--- src/rtl/regfile_dump_ctrl.sv ---
// Register-file dump controller: walks addresses 0..TAM-1, reads each register
// through the debug port and hands it to a byte-wide serial transmitter,
// least-significant byte first.
module regfile_dump_ctrl #(
  parameter int unsigned REGS  = 5,
  parameter int unsigned NBITS = 32,
  parameter int unsigned TAM   = 32
) (
  input  logic             i_clk,
  input  logic             i_reset,
  input  logic             i_start,
  output logic [REGS-1:0]  o_RegDebug_sel,
  input  logic [NBITS-1:0] i_RegDebug,
  output logic [7:0]       o_tx_data,
  output logic             o_tx_start,
  input  logic             i_tx_done,
  output logic             o_busy,
  output logic             o_done
);

  localparam int unsigned NBytes = NBITS / 8;
  localparam int unsigned ByteW  = (NBytes > 1) ? $clog2(NBytes) : 1;

  localparam logic [ByteW-1:0] LastByte = ByteW'(NBytes - 1);
  localparam logic [REGS-1:0]  LastReg  = REGS'(TAM - 1);

  typedef enum logic [2:0] {
    StIdle,
    StLoad,
    StSend,
    StWait,
    StDone
  } state_e;

  state_e           state_q, state_d;
  logic [REGS-1:0]  reg_idx_q, reg_idx_d;
  logic [ByteW-1:0] byte_idx_q, byte_idx_d;
  logic [NBITS-1:0] shift_q, shift_d;
  logic [7:0]       tx_data_q, tx_data_d;
  logic             tx_start_q, tx_start_d;
  logic             busy_q, busy_d;
  logic             done_q, done_d;

  // State and output registers; reset aborts any dump in progress.
  always_ff @(posedge i_clk or posedge i_reset) begin
    if (i_reset) begin
      state_q    <= StIdle;
      reg_idx_q  <= '0;
      byte_idx_q <= '0;
      shift_q    <= '0;
      tx_data_q  <= 8'h00;
      tx_start_q <= 1'b0;
      busy_q     <= 1'b0;
      done_q     <= 1'b0;
    end else begin
      state_q    <= state_d;
      reg_idx_q  <= reg_idx_d;
      byte_idx_q <= byte_idx_d;
      shift_q    <= shift_d;
      tx_data_q  <= tx_data_d;
      tx_start_q <= tx_start_d;
      busy_q     <= busy_d;
      done_q     <= done_d;
    end
  end

  // Next-state logic. Pulses (tx_start, done) default low so they last one cycle.
  always_comb begin
    state_d    = state_q;
    reg_idx_d  = reg_idx_q;
    byte_idx_d = byte_idx_q;
    shift_d    = shift_q;
    tx_data_d  = tx_data_q;
    tx_start_d = 1'b0;
    busy_d     = busy_q;
    done_d     = 1'b0;

    case (state_q)
      StIdle: begin
        if (i_start) begin
          reg_idx_d  = '0;
          byte_idx_d = '0;
          busy_d     = 1'b1;
          state_d    = StLoad;
        end
      end
      // Address has been stable for a full cycle, so read data is settled.
      StLoad: begin
        shift_d = i_RegDebug;
        state_d = StSend;
      end
      StSend: begin
        tx_data_d  = shift_q[7:0];
        tx_start_d = 1'b1;
        state_d    = StWait;
      end
      StWait: begin
        if (i_tx_done) begin
          if (byte_idx_q != LastByte) begin
            shift_d    = shift_q >> 8;
            byte_idx_d = byte_idx_q + ByteW'(1);
            state_d    = StSend;
          end else if (reg_idx_q != LastReg) begin
            reg_idx_d  = reg_idx_q + REGS'(1);
            byte_idx_d = '0;
            state_d    = StLoad;
          end else begin
            state_d = StDone;
          end
        end
      end
      StDone: begin
        done_d  = 1'b1;
        busy_d  = 1'b0;
        state_d = StIdle;
      end
      default: state_d = StIdle;
    endcase
  end

  assign o_RegDebug_sel = reg_idx_q;
  assign o_tx_data      = tx_data_q;
  assign o_tx_start     = tx_start_q;
  assign o_busy         = busy_q;
  assign o_done         = done_q;

endmodule
--- config.mk ---
export PLATFORM = sky130hd
export DESIGN_NAME = regfile_dump_ctrl
export DESIGN_NICKNAME = d
export VERILOG_FILES = /design/src/rtl/regfile_dump_ctrl.sv
export SDC_FILE = /design/constraint.sdc
export NUM_CORES = 1
export LEC_CHECK = 0
export CAP_MARGIN = 15
export CELL_PAD_IN_SITES_DETAIL_PLACEMENT = 1
export CELL_PAD_IN_SITES_GLOBAL_PLACEMENT = 1
export CORE_ASPECT_RATIO = 2
export CORE_MARGIN = 3
export CORE_UTILIZATION = 45
export DETAILED_ROUTE_END_ITERATION = 10
export GPL_TIMING_DRIVEN = 0
export PLACE_DENSITY = 0.94
export SLEW_MARGIN = 20
export SYNTH_ARGS = -nofsm -noshare
export SYNTH_HDL_FRONTEND = slang
export SYNTH_SLANG_ARGS = --single-unit
--- constraint.sdc ---
create_clock -name i_clk -period 5.4 [get_ports i_clk]
set_input_delay 1.62 -clock i_clk [delete_from_list [all_inputs] [get_ports i_clk]]
set_output_delay 1.62 -clock i_clk [all_outputs]
set_load 0.02 [all_outputs]
Word-level counts from Yosys, hierarchy flattened

Cells that the tools add are included.

Multiplexer cells: 22
Equality and inequality tests: 12
Reductions and logical operators: 9
$add $sub $neg: 2

Operators with widths:

| kind                | number |
|---|---|
| $mux 32             | 2 |
| $pmux 32 s2         | 1 |
| $mux 5              | 4 |
| $mux 3              | 4 |
| $ne 2x2->1 const B  | 6 |
| $pmux 3 s4          | 1 |
| $pmux 5 s2          | 1 |
| $mux 2              | 4 |
| $eq 3x2->1 const B  | 2 |
| $reduce_bool 2->1   | 3 |
| $add 5x1->5 const B | 1 |
| $ne 5x5->1 const B  | 1 |
| $reduce_and 5->1    | 1 |
| $pmux 2 s2          | 1 |
| $reduce_and 2->1    | 2 |
| $reduce_and 4->1    | 1 |
| $eq 3x1->1 const B  | 1 |
| $eq 3x3->1 const B  | 1 |
| $logic_not 3->1     | 1 |
| $mux 1              | 3 |
| $ne 3x3->1 const B  | 1 |
| $reduce_and 3->1    | 1 |
| $add 2x1->2 const B | 1 |
| $pmux 1 s2          | 1 |

Bits of input ports: 36
Output and inout bits: 16
Word-level logic and storage cells: 53
Bits in registers: 53

Depth between registers and ports, before layout

Word-level depth: 5
Gate-level depth with buffers: 6

Worst setup path after synthesis

Ideal clock, no wire load.

Path type: input -> register
From: input i_tx_done
To: register shift_q[0]
Setup slack: 2.809 ns
Arrival: 2.466 ns
Library setup time: 0.125 ns
Stages: 4
Path through: nand2b_1 > a21oi_4 > buf_12 > mux2_4

Word-level cells in the longest chain between the ends: 2

RTL lines:

| element                    | RTL line | text |
|---|---|---|
| start, declared            | 16       | `input logic i_tx_done,` |
| $ne 2x2->1 (no line)       | --       |  |
| $reduce_and 3->1 (no line) | --       |  |
| end signal, assigned       | 59       | `shift_q <= shift_d;` |
| end, declared              | 38       | `logic [NBITS-1:0] shift_q, shift_d;` |

Every way passes these cells.
A chain may end at the register's enable or synchronous reset.

Worst setup path after layout

From: register reg_idx_q[2], in the netlist o_RegDebug_sel[2]
To: output o_RegDebug_sel[2]

RTL lines:

| element                | RTL line | text |
|---|---|---|
| start, declared        | 36       | `logic [REGS-1:0] reg_idx_q, reg_idx_d;` |
| start signal, assigned | 57       | `reg_idx_q <= reg_idx_d;` |
| end, declared          | 12       | `output logic [REGS-1:0] o_RegDebug_sel,` |

No word-level cell between the ends.

==> flow_summary.ini <==
[run_status]
status = complete, no violations

[floorplan]
placementRows = 39
dieHeight_um = 115
die_x_um = 60.3
start_util_pct = 46.5
coreArea_sq_um = 5710
dieArea_sq_um = 6910
ios = 52

[timing]
holdWs_ns = 0.494
layout_min_cycle_time_ns = 2.99
final_hold_viol_count = 0
period_share_pct = 55.4
finalSetupTns_ns = 0
setup_viol = 0
fmax_ghz = 0.334
rsz0062_at_grt = false
slew_headroom_pct = 60.2
worst_clock_skew_ns = 0.00849
worst_pin_slew_ns = 0.596
slew_viol_final = 0

[cts]
worstSkewPairLatency_ns = 0.29
cts_hold_buf = 0
clockBufferDepth = 2
cts_tree = built
cts_setup_buffers = 0
clk_pin_slew_ns = 0.07
cts-root-buf = clkbuf_16
cts_buffers = 5
post_cts_resized = 0
cts.sinks = 53
htree_levels = 2

[cells_and_area]
drive_gt1_share_pct = 32.4
area_growth_pct = 29.2
antenna_cells = 0
fill_cells = 543
final_cells = 299
final_cell_mix = 53 x dfrtp_1, 51 x clkdlybuf4s50_1, 41 x mux2_4, 13 x mux2_2, 10 x a22o_1
post-route-util_pct = 60.1
stdcell_area_sq_um = 3430
seqCellArea_sq_um = 1330
layout.nets = 276
final_common_cell = dfrtp_1
multiInputGateArea_sq_um = 1220

[setup_path]
cp_max_fo = 6
cp_slowest_stage_delay_ns = 0.64
required_ns = 3.78
slowest_stage = clkdlybuf4s50_1
end_kind = primary output
cp_cell_sequence = clkdlybuf4s50_1
crit_type = flop to primary output
path_buf_inv = 1
path_delay_family = buffers and inverters
cp_data_arrival_time_ns = 1.37
cp-start-kind = flop

[logic_synthesis]
yosys-top-cells-area = dfrtp_1 50%, mux2_4 23%, mux2_2 5.5%
synth-main-ff-cell = dfrtp_1
synth_area_per_cell_sq_um = 14.9
synthArstFlopShare_pct = 100
ys_seq_elements = 53
synth_top_cell_area_share_pct = 50.0
syn_area_sq_um = 2650
yosys_warnings = 0
synth_edf_count = 0
synth_top_cell_by_area = dfrtp_1
synthCells = 178
seq_area_frac_synth_pct = 50.0
synthesis.nets = 217
ys_types = 35

[detailed_routing]
vias_per_cell = 5.55
drcViolationCount = 0
num_vias = 1660
wl_um = 6060
drt-initial-drc-count = 29
wl_per_cell_um = 20.3
dr.pass1.iters = 4
ant_nets = 0

[placement]
place_congestion = 0.780
place_area_sq_um = 3260
dp_hpwl_um = 4570
port_buffers = 51
placedCellCount = 291

[power]
internal_power_w = 0.00143
clkPwrFrac_pct = 17.2
switchingPower_w = 0.000678
peakVddDrop_mv = 0.440
power_density_nw_per_um2 = 613
p_leak_nw = 1.58
seqPwrFrac_pct = 32.5
switching_share_pct = 32.3
pwr-share-comb_pct = 50.3

[global_routing]
grtUsageTotal_pct = 20.4
antenna_found_initial = 0
overflow = 0
grt_max_degree = 28
grt_pass1_wl_um = 10300
grt_pass1_vias = 2001

[flow_run]
maxCapViolations = 0

[hold_path]
min-delay-path-class = flop to flop
## kinds of logic (layout without fill, tap and decap cells)
family / count (synthesis) / after routing / synth area share, %
multiplexers: 57 / 57 / 30.0
flip-flops: 53 / 53 / 50.0
AND/OR/NAND/NOR: 29 / 29 / 6.88
AO/OA/AOI/OAI: 23 / 23 / 7.54
buffers and inverters: 13 / 73 / 4.20
adder cells (fa/ha/maj): 3 / 3 / 1.41
## metal layers
layer | global-route usage, % | wire length, um | vias to the layer above
li1 | - | - | 769
met1 | 22.2 | 2100 | 841
met2 | 37.6 | 3600 | 40
met3 | 2.37 | 180 | 10
met4 | 9.02 | 176 | 0
met5 | 0 | 0 | -
## cells in the mapped netlist (3+ instances only)
library cell and number:
o211ai_1 3, mux2_1 3, a22o_1 10, nand2b_1 3, nand2_1 5, buf_6 3
dfrtp_1 53, ha_1 3, mux2_2 13, inv_1 6, mux2_4 41, nor2_1 5
## final timing paths
check	slack (ns)	end	start	cells after the start
max	2.41	o_RegDebug_sel[2]	o_RegDebug_sel[2]$_DFFE_PP0P_	1
min	0.49	o_tx_data[6]$_DFFE_PP0P_	o_tx_data[6]$_DFFE_PP0P_	1
max reg2reg	3.49	shift_q[22]$_DFFE_PP0P_	byte_idx_q[0]$_DFFE_PP0P_	5
min reg2reg	0.49	o_tx_data[6]$_DFFE_PP0P_	o_tx_data[6]$_DFFE_PP0P_	1
max in group asynchronous	3.13	o_tx_data[0]$_DFFE_PP0P_	i_reset	3
min in group asynchronous	1.73	o_RegDebug_sel[3]$_DFFE_PP0P_	i_reset	2
## power groups by stage
stage                     combinational [W]  sequential [W]  clock [W]
after floorplan                    0.000752        0.000711          0
after global placement              0.00101        0.000669          0
after detailed placement            0.00106        0.000690          0
after CTS                           0.00108        0.000688   0.000372
after global routing                0.00114        0.000707   0.000387
final                               0.00106        0.000684   0.000362
## sequential cells by signal, indices dropped and copies added, names as in the netlist
signal	count
shift_q	32
o_tx_start	1
state_q	3
byte_idx_q	2
o_done	1
o_busy	1
o_tx_data	8
o_RegDebug_sel	5
## metrics by stage
step / setup WS (ns) / power, W
5_1_grt: 2.36 / 0.00223
6_report: 2.41 / 0.00210
2_1_floorplan: 2.49 / 0.00146
3_3_place_gp: 1.56 / 0.00167
3_5_place_dp: 2.12 / 0.00175
4_1_cts: 2.40 / 0.00213
## final cells by class
cell class                 count  share of cell area (%)
tap                           61                    2.23
clock buffer                   5                    3.65
sequential                    53                    38.7
multi-input combinational    112                    35.5
clock inverter                 3                    1.28
buffer                         7                    2.59
timing repair buffer          52                    15.5
inverter                       6                   0.657
Note: power is estimated with default switching activity, not from simulation.
